[config.mk]
export PLATFORM = sky130hd
export DESIGN_NAME = mux4_rr_scheduler
export DESIGN_NICKNAME = d
export VERILOG_FILES = /design/src/rtl/mux4_rr_scheduler.sv
export SDC_FILE = /design/constraint.sdc
export NUM_CORES = 1
export LEC_CHECK = 0
export CAP_MARGIN = 40
export CORE_ASPECT_RATIO = 0.9
export CORE_MARGIN = 5
export CORE_UTILIZATION = 53
export CTS_CLUSTER_DIAMETER = 40
export DETAILED_ROUTE_END_ITERATION = 7
export PLACE_DENSITY = 0.82
export SYNTH_ARGS = -nofsm -noshare
export SYNTH_HDL_FRONTEND = slang
export SYNTH_SLANG_ARGS = --single-unit
export TNS_END_PERCENT = 50
[constraint.sdc]
create_clock -name clk -period 3.7 [get_ports clk]
set_input_delay 0.925 -clock clk [delete_from_list [all_inputs] [get_ports clk]]
set_output_delay 0.925 -clock clk [all_outputs]
set_load 0.005 [all_outputs]
[src/rtl/mux4_rr_scheduler.sv]
// mux4_rr_scheduler: round-robin burst scheduler over a 4:1 data mux with valid/ready output; define MUX4_RR_SCHEDULER_STATS_EN for per-requester grant counters
module mux4_rr_scheduler #(
  parameter int WIDTH     = 1,
  parameter int MAX_BURST = 4
) (
  input  logic             clk,
  input  logic             rst_n,
  input  logic [3:0]       req,
  input  logic [WIDTH-1:0] din_a,
  input  logic [WIDTH-1:0] din_b,
  input  logic [WIDTH-1:0] din_c,
  input  logic [WIDTH-1:0] din_d,
  input  logic             out_ready,
  output logic [1:0]       sel,
  output logic [3:0]       gnt,
  output logic [WIDTH-1:0] y,
  output logic             out_valid
`ifdef MUX4_RR_SCHEDULER_STATS_EN
  ,
  output logic [31:0]      grant_cnt
`endif
);
  typedef enum logic {IDLE, GRANT} state_t;
  localparam logic [7:0] LAST = 8'(MAX_BURST - 1);
  state_t     state_q, state_d;
  logic [1:0] sel_q, sel_d, ptr_q, ptr_d, win;
  logic [3:0] gnt_q, gnt_d;
  logic [7:0] cnt_q, cnt_d;
  logic       accept;
`ifdef MUX4_RR_SCHEDULER_STATS_EN
  logic [31:0] grant_cnt_q, grant_cnt_d;
  assign grant_cnt = grant_cnt_q;
`endif
  assign sel       = sel_q;
  assign gnt       = gnt_q;
  assign out_valid = (state_q == GRANT) && req[sel_q];
  assign accept    = out_valid && out_ready;
  assign y         = (state_q != GRANT) ? '0 :
                     (sel_q == 2'd0) ? din_a :
                     (sel_q == 2'd1) ? din_b :
                     (sel_q == 2'd2) ? din_c : din_d;
  // first requester at or after ptr, scanning upward modulo 4
  always_comb begin
    win = ptr_q;
    for (int i = 3; i >= 0; i--)
      if (req[ptr_q + 2'(i)]) win = ptr_q + 2'(i);
  end
  // next-state: grant from IDLE, release on owner drop or full burst
  always_comb begin
    state_d = state_q;
    sel_d   = sel_q;
    gnt_d   = gnt_q;
    cnt_d   = cnt_q;
    ptr_d   = ptr_q;
`ifdef MUX4_RR_SCHEDULER_STATS_EN
    grant_cnt_d = grant_cnt_q;
`endif
    if (state_q == IDLE) begin
      if (|req) begin
        state_d = GRANT;
        sel_d   = win;
        gnt_d   = 4'b0001 << win;
        cnt_d   = '0;
`ifdef MUX4_RR_SCHEDULER_STATS_EN
        grant_cnt_d[{win, 3'b000} +: 8] = grant_cnt_q[{win, 3'b000} +: 8] + 8'd1;
`endif
      end
    end else if (!req[sel_q] || (accept && cnt_q == LAST)) begin
      state_d = IDLE;
      gnt_d   = '0;
      ptr_d   = sel_q + 2'd1;
    end else if (accept) begin
      cnt_d = cnt_q + 8'd1;
    end
  end
  // state registers, cleared asynchronously
  always_ff @(posedge clk or negedge rst_n) begin
    if (!rst_n) begin
      state_q <= IDLE;
      sel_q   <= '0;
      gnt_q   <= '0;
      cnt_q   <= '0;
      ptr_q   <= '0;
`ifdef MUX4_RR_SCHEDULER_STATS_EN
      grant_cnt_q <= '0;
`endif
    end else begin
      state_q <= state_d;
      sel_q   <= sel_d;
      gnt_q   <= gnt_d;
      cnt_q   <= cnt_d;
      ptr_q   <= ptr_d;
`ifdef MUX4_RR_SCHEDULER_STATS_EN
      grant_cnt_q <= grant_cnt_d;
`endif
    end
  end
endmodule

=== Word level (Yosys, flattened, before mapping) ===
Cells that the tools add are included.

* Register bits: 17
* Input bits: 11
* Logic and storage cells: 63

* Muxes and demuxes: 28
* Add/subtract/negate cells: 5
* Equal/unequal tests: 6
* Reductions and logical operators: 12
* Shifts and indexed selects: 1
* $lt $le $gt $ge: 5
* Bitwise gates (word level): 1

{| class="wikitable"
|+ Operators with widths
! kind !! number
|-
| 8-bit two-way mux || 4
|-
| 2-bit by 3-bit < comparator with 1-bit output, second input constant || 5
|-
| 1-bit two-way mux || 12
|-
| 4-bit two-way mux || 3
|-
| 1-bit binary-select mux with 2-bit select || 5
|-
| 8-bit by 1-bit adder with 8-bit output, second input constant || 1
|-
| 8-bit by 2-bit equality test with 1-bit output, second input constant || 1
|-
| 2-bit two-way mux || 4
|-
| 2-bit AND reduction || 3
|-
| 2-bit by 1-bit adder with 2-bit output, second input constant || 2
|-
| 2-bit adder, second input constant || 2
|-
| 2-bit by 1-bit inequality test with 1-bit output, second input constant || 2
|-
| 4-bit OR reduction || 1
|-
| 1-bit by 2-bit << shifter with 4-bit output, first input constant || 1
|-
| 1-bit logical AND || 3
|-
| 3-bit AND reduction || 1
|-
| 2-bit by 1-bit equality test with 1-bit output, second input constant || 1
|-
| 2-bit equality test, second input constant || 1
|-
| 2-bit zero test || 1
|-
| 2-bit inequality test, second input constant || 1
|-
| 2-bit nonzero test || 1
|-
| 1-bit zero test || 1
|-
| 1-bit logical OR || 1
|-
| 1-bit NOT || 1
|}

=== Longest topological paths before layout ===
Gate-level depths: netlist of run 1.

* Depth in word-level cells: 10
* Depth in mapped cells: 6
* Depth with buffers taken out: 6

=== Worst setup path after synthesis of run 1 ===
No wires, ideal clock.

* Path type: input-to-output
* Start: input req[3]
* End: output out_valid
* Data arrival time: 1.665 ns
* Data required time: 2.775 ns
* Path slack: 1.110 ns
* Cell stages on the path: 3
* Cells stage by stage: mux4_2 nand2_1 inv_1

* Word-level cells in the longest chain between the ends: 3

{| class="wikitable"
|+ RTL lines
! what !! line !! text
|-
| from (decl) || 8 || <nowiki>input logic [3:0] req,</nowiki>
|-
| 1-bit binary-select mux with 2-bit select || 36 || <nowiki>assign out_valid = (state_q == GRANT) && req[sel_q];</nowiki>
|-
| 1-bit two-way mux (implied by the code) || 36 ||
|-
| 1-bit logical AND || 36 ||
|-
| to (decl) || 17 || <nowiki>output logic out_valid</nowiki>
|}

Every way passes these cells. The select of a mux whose other input is x is not followed.

=== Worst setup path in the final report of run 1 ===
* Start: input req[1]
* End: output out_valid

The elaborated chain is that of the path after synthesis.

==> impl_metrics.py, run 1 <==
metrics = {
    "status": {
        "outcome": "finished clean",
    },
    "logic_synthesis": {
        "synth_edf_count": 0,
        "syn_nets": 117,
        "synth.distinct_cells": 40,
        "netlist_area_um2": 1070,
        "netlist_instances": 102,
        "synth_warnings": 0,
        "synth_flop_cell": "dfrtp_1",
        "postSynth.asyncResetShare": 1.00,
        "syn_area_per_cell_um2": 10.5,
        "ys_seq_area_frac": 0.399,
        "ys_ff_latch": 17,
    },
    "timing": {
        "period_minus_slack_ps": 3570,
        "rsz0062_at_grt": "false",
        "tightest_slew_ps": 760,
        "fmax_ghz": 0.280,
        "tns_ps": 0,
        "finalClockSkew_ps": 12.7,
        "period_share": 0.964,
        "setup_viol": 0,
        "relSlewSlack": 0.492,
        "finalHoldViolations": 0,
        "slew_viol_final": 0,
    },
    "floorplanning": {
        "die_w_um": 57.3,
        "start_util": 0.557,
        "die_y_um": 52.5,
        "coreArea_um2": 1910,
        "rows": 15,
        "die-area_um2": 3010,
        "io_pins": 19,
    },
    "route": {
        "routedWlPerCell_um": 15.6,
        "drtPass1Iterations": 4,
        "route.vias.total": 872,
        "drt_iter0_markers": 22,
        "drtAntennaViolNets": 0,
        "vias_per_cell": 5.85,
        "drc_errors": 0,
        "totalWireLength_um": 2320,
    },
    "critical_path": {
        "critPathMaxFanout": 7,
        "reg2reg_depth": 5,
        "crit_type": "input pin to output port",
        "crit_top_cell": "clkdlybuf4s50_1",
        "start_kind": "input pin",
        "cp_slowest_cell": "mux4_2",
        "reg2reg_to": "ptr_q[0]$_DFFE_PN0P_",
        "rrSetupSlack_ps": 1860,
        "r2r_start": "cnt_q[0]$_DFFE_PN0P_",
        "path_cells": "clkdlybuf4s50_1, mux4_2, nand2_1, inv_1, clkdlybuf4s50_1",
        "worstPathRequired_ps": 2770,
        "critPathCaptureType": "output port",
        "critPathMaxStageDelay_ps": 570,
        "cp.arrival_ps": 2640,
    },
    "hold_path": {
        "hold_path_class": "register to register",
        "min_to": "gnt[3]$_DFFE_PN0P_",
        "min_path_cells": 1,
        "min_from": "gnt[3]$_DFFE_PN0P_",
    },
    "final_layout": {
        "syn_to_final_growth_pct": 23.2,
        "diodes": 0,
        "nets": 140,
        "fillers": 143,
        "drive_above_1_share": 0.105,
    },
    "pwr": {
        "leakage_nw": 0.567,
        "power_density_nw_per_um2": 624,
        "power_w": 0.000820,
        "vdd.ir_drop.worst_uv": 375,
    },
    "global_route": {
        "grt_pass1_wl_um": 4040,
        "grt_overflow": 0,
        "grt_util_all_layers": 0.175,
        "grt_pass1_vias": 910,
        "antenna_found_initial": 0,
        "grt_max_degree": 18,
    },
    "place": {
        "place_hpwl_um": 1730,
        "io_buffers": 18,
        "gp_congestion": 0.853,
    },
    "clock_tree": {
        "cts_resized": 0,
        "root_buffer": "clkbuf_4",
        "tritoncts": "done",
        "cts_buffers": 3,
        "clk_latency_ps": 300,
        "clkSinkCount": 17,
        "path_clk_slew_ps": 120,
        "cts_max_level": 1,
        "post-cts-setup-buffers": 0,
        "ctsHoldBuffers": 0,
        "cts_buffer_depth": 2,
    },
    "job": {
        "drv_cap": 0,
    },
}
==> worst max path at each step <==
stage          startpoint         to  slack, ps  cells after the start
2_1_floorplan      req[3]  out_valid       1110                      3
3_3_place_gp       req[1]  out_valid        190                      5
3_5_place_dp       req[1]  out_valid        170                      5
4_1_cts            req[1]  out_valid        150                      5
5_1_grt            req[1]  out_valid         80                      5
6_report           req[1]  out_valid        130                      5
==> per-layer routing <==
metal / vias to the layer above / part of all wire / track usage
li1: 424 / - / -
met1: 424 / 0.48 / 0.230
met2: 22 / 0.46 / 0.268
met3: 2 / 0.054 / 0.0640
met4: 0 / 0.0034 / 0.0541
met5: - / 0 / 0
==> kinds of logic after synthesis <==
group	Yosys count	synth area share
DFF	17	0.399
buffers and inverters	5	0.0188
muxes	10	0.115
and+or+nand+nor	41	0.228
adders and majority gates	4	0.0470
xor gates and xnor gates	3	0.0247
AOI/OAI and AO/OA	22	0.168
==> placed cells by master (no fill, tap or decap), types with 3 or more instances in the layout <==
master / instances
nand2_1: 9
ha_1: 4
mux2i_1: 7
nor2b_1: 4
inv_1: 3
nand2b_1: 3
a32o_1: 4
nor2_1: 6
clkbuf_4: 3
xor2_1: 3
and3_1: 3
a21oi_1: 3
dfrtp_1: 17
o21ai_0: 4
clkdlybuf4s50_1: 18
nand4_1: 4
==> state kept, by name, summed over array words and instances (netlist names) <==
name     flops
sel          2
gnt          4
cnt_q        8
state_q      1
ptr_q        2
==> through the flow <==
stage	cells	worst slack, ps	utilization	instance area [um^2]	hold WS [ps]
4_1_cts	149	151	0.686	1310	538
6_report	149	134	0.686	1310	535
2_1_floorplan	102	1110	-	1070	482
3_3_place_gp	145	190	0.671	1280	510
3_5_place_dp	145	172	0.671	1280	512
5_1_grt	149	77.3	0.686	1310	556
==> cells in the mapped netlist, types with 2 or more instances <==
| cell | number | area (um^2) |
|---|---|---|
| a21o_1 | 2 | 15.0 |
| a21oi_1 | 3 | 15.0 |
| a32o_1 | 4 | 40.0 |
| and3_1 | 3 | 18.8 |
| dfrtp_1 | 17 | 425 |
| ha_1 | 4 | 50.1 |
| inv_1 | 3 | 11.3 |
| mux2_4 | 2 | 30.0 |
| mux2i_1 | 7 | 70.1 |
| nand2_1 | 9 | 33.8 |
| nand2b_1 | 3 | 18.8 |
| nand4_1 | 4 | 25.0 |
| nor2_1 | 6 | 22.5 |
| nor2b_1 | 4 | 25.0 |
| o21ai_0 | 4 | 20.0 |
| xor2_1 | 3 | 26.3 |
==> final cells by class <==
| class | count | area [um^2] | share of cell area |
|---|---|---|---|
| Multi-Input combinational cell | 80 | 621 | 0.472 |
| Sequential cell | 17 | 425 | 0.324 |
| Inverter | 3 | 11.3 | 0.00857 |
| Timing Repair Buffer | 20 | 195 | 0.149 |
| Clock buffer | 3 | 22.5 | 0.0171 |
| Tap cell | 25 | 31.3 | 0.0238 |
| Clock inverter | 1 | 7.51 | 0.00571 |
==> critical path, delay by kind of cell <==
family	cells	cell delay, ps
and+or+nand+nor	1	130
buffers and inverters	3	1020
muxes	1	570
==> where the power goes <==
group	internal, W	switching (W)
Clock	0.0000412	0.0000652
Combinational	0.000226	0.000182
Sequential	0.000232	0.0000735
Total	0.000500	0.000321
Power figures use the tool's default switching activity.
==> run 2, diff against run 1 <==
--- a/config.mk
+++ b/config.mk
@@ -7,7 +7,7 @@
 export LEC_CHECK = 0
 export CAP_MARGIN = 40
 export CORE_ASPECT_RATIO = 0.9
-export CORE_MARGIN = 5
+export CORE_MARGIN = 3
 export CORE_UTILIZATION = 53
 export CTS_CLUSTER_DIAMETER = 40
 export DETAILED_ROUTE_END_ITERATION = 7
==> constraint.sdc (replaced) <==
create_clock -name clk -period 3.7 [get_ports clk]
set_input_delay 0.925 -clock clk [delete_from_list [all_inputs] [get_ports clk]]
set_output_delay 0.925 -clock clk [all_outputs]
set_load 0.1 [all_outputs]
==> run 2 against run 1 <==
  * First-iteration DRC count is 4.5% lower
  * Fmax is 3.8% higher
  * Register-to-register slack gained 30 ps
  * Critical path type unchanged
  * Highest routed layer unchanged
==> impl_metrics.py, run 2 (synthesis gave the netlist of run 1 again) <==
metrics = {
    "hold_path": {
        "min_to": "gnt[3]$_DFFE_PN0P_",
        "hold_path_class": "register to register",
        "min_path_cells": 1,
        "min_from": "gnt[3]$_DFFE_PN0P_",
    },
    "pwr": {
        "p_seq_frac": 0.269,
        "power_frac_comb": 0.645,
        "p_sw_frac": 0.519,
        "power_w": 0.00115,
        "intPower_w": 0.000552,
        "vdd.ir_drop.worst_uv": 721,
        "power.switching_w": 0.000595,
        "power_density_nw_per_um2": 836,
        "leakage_nw": 0.602,
        "clock_power_share": 0.085,
    },
    "timing": {
        "finalHoldViolations": 0,
        "fin_ws_ps": 265,
        "tightest_slew_ps": 756,
        "fmax_ghz": 0.291,
        "slew_viol_final": 0,
        "relSlewSlack": 0.494,
        "period_share": 0.928,
        "period_minus_slack_ps": 3440,
        "setup_viol": 0,
        "rsz0062_at_grt": "false",
        "hold_ws_ps": 541,
        "finalClockSkew_ps": 11.3,
        "tns_ps": 0,
    },
    "place": {
        "io_buffers": 18,
        "place_hpwl_um": 1810,
        "place_inst": 146,
        "dp_worst_setup_slack_ps": 285,
        "gp_congestion": 0.818,
    },
    "route": {
        "drtAntennaViolNets": 0,
        "totalWireLength_um": 2420,
        "routedWlPerCell_um": 16.1,
        "drtPass1Iterations": 4,
        "vias_per_cell": 6.07,
        "route.vias.total": 911,
        "drc_errors": 0,
        "drt_iter0_markers": 21,
    },
    "floorplanning": {
        "rows": 14,
        "coreArea_um2": 1790,
        "die_w_um": 53.3,
        "die-area_um2": 2590,
        "start_util": 0.597,
        "io_pins": 19,
        "die_y_um": 48.5,
    },
    "job": {
        "drv_cap": 0,
    },
    "critical_path": {
        "critPathMaxFanout": 7,
        "worstPathRequired_ps": 2770,
        "critPathCaptureType": "output port",
        "rrSetupSlack_ps": 1890,
        "r2r_start": "cnt_q[0]$_DFFE_PN0P_",
        "cp.arrival_ps": 2510,
        "start_kind": "input pin",
        "reg2reg_depth": 5,
        "reg2reg_to": "ptr_q[1]$_DFFE_PN0P_",
        "crit_type": "input pin to output port",
    },
    "clock_tree": {
        "path_clk_slew_ps": 90,
        "cts_buffers": 3,
        "clk_latency_ps": 290,
        "post-cts-setup-buffers": 0,
        "ctsHoldBuffers": 0,
        "cts_max_level": 1,
        "cts_buffer_depth": 2,
        "clkSinkCount": 17,
        "cts_resized": 0,
        "tritoncts": "done",
        "root_buffer": "clkbuf_4",
    },
    "final_layout": {
        "regMostFlops": "cnt_q",
        "syn_to_final_growth_pct": 28.6,
        "diodes": 0,
        "nets": 142,
        "drive_above_1_share": 0.151,
        "mostFrequentLayoutCell": "dfrtp_1",
        "final_cells": 150,
        "final_cell_mix": "dfrtp_1, clkdlybuf4s50_1, nand2_1",
        "largest_reg_flops": 8,
    },
    "global_route": {
        "grt_max_degree": 18,
        "grt_pass1_wl_um": 4000,
        "grt_util_all_layers": 0.207,
        "grt_pass1_vias": 841,
        "grt_overflow": 0,
        "antenna_found_initial": 0,
    },
    "status": {
        "outcome": "finished clean",
    },
}
[run 2: critical path, cell delays in order]
cell             delay [ps]
clkdlybuf4s50_1         520
mux4_2                  570
nand2_1                 210
inv_1                   110
buf_12                  170
[run 2: area by class of cell]
cell class | instances | area, um^2
clock buffer | 4 | 26.3
fill | 131 | 415
inverter | 3 | 11.3
multi-input combinational | 80 | 623
sequential | 17 | 425
tap | 24 | 30.0
timing repair buffer | 22 | 255
[run 2: how the worst max path moves through the flow]
stage | startpoint | end | slack [ps] | depth (start not counted)
finish | req[1] | out_valid | 260 | 5
global route | req[1] | out_valid | 190 | 5
detailed placement | req[1] | out_valid | 290 | 5
floorplan | sel[0]$_DFFE_PN0P_ | y | 170 | 6
global placement | req[1] | out_valid | 330 | 5
CTS | req[1] | out_valid | 270 | 5
[run 2: layer usage]
metal | global-route usage | vias to the layer above | wire length (um)
met1 | 0.301 | 448 | 1060
met2 | 0.310 | 35 | 1180
met4 | 0.0255 | 0 | 11
met3 | 0.0613 | 2 | 169
li1 | - | 426 | -
met5 | 0 | - | 0
[run 2: power groups by stage]
stage          clock network, W  logic (W)  registers [W]
2_1_floorplan                 0   0.000375       0.000449
3_3_place_gp                  0   0.000685       0.000306
3_5_place_dp                  0   0.000738       0.000312
4_1_cts                0.000101   0.000741       0.000308
5_1_grt                0.000108   0.000779       0.000317
6_report              0.0000978   0.000740       0.000309
[run 2: stage by stage]
| stage | utilization | instance area [um^2] |
|---|---|---|
| 6_report | 0.768 | 1370 |
| 5_1_grt | 0.768 | 1370 |
| 4_1_cts | 0.768 | 1370 |
| 3_5_place_dp | 0.753 | 1350 |
| 3_3_place_gp | 0.719 | 1280 |
| 2_1_floorplan | - | 1070 |
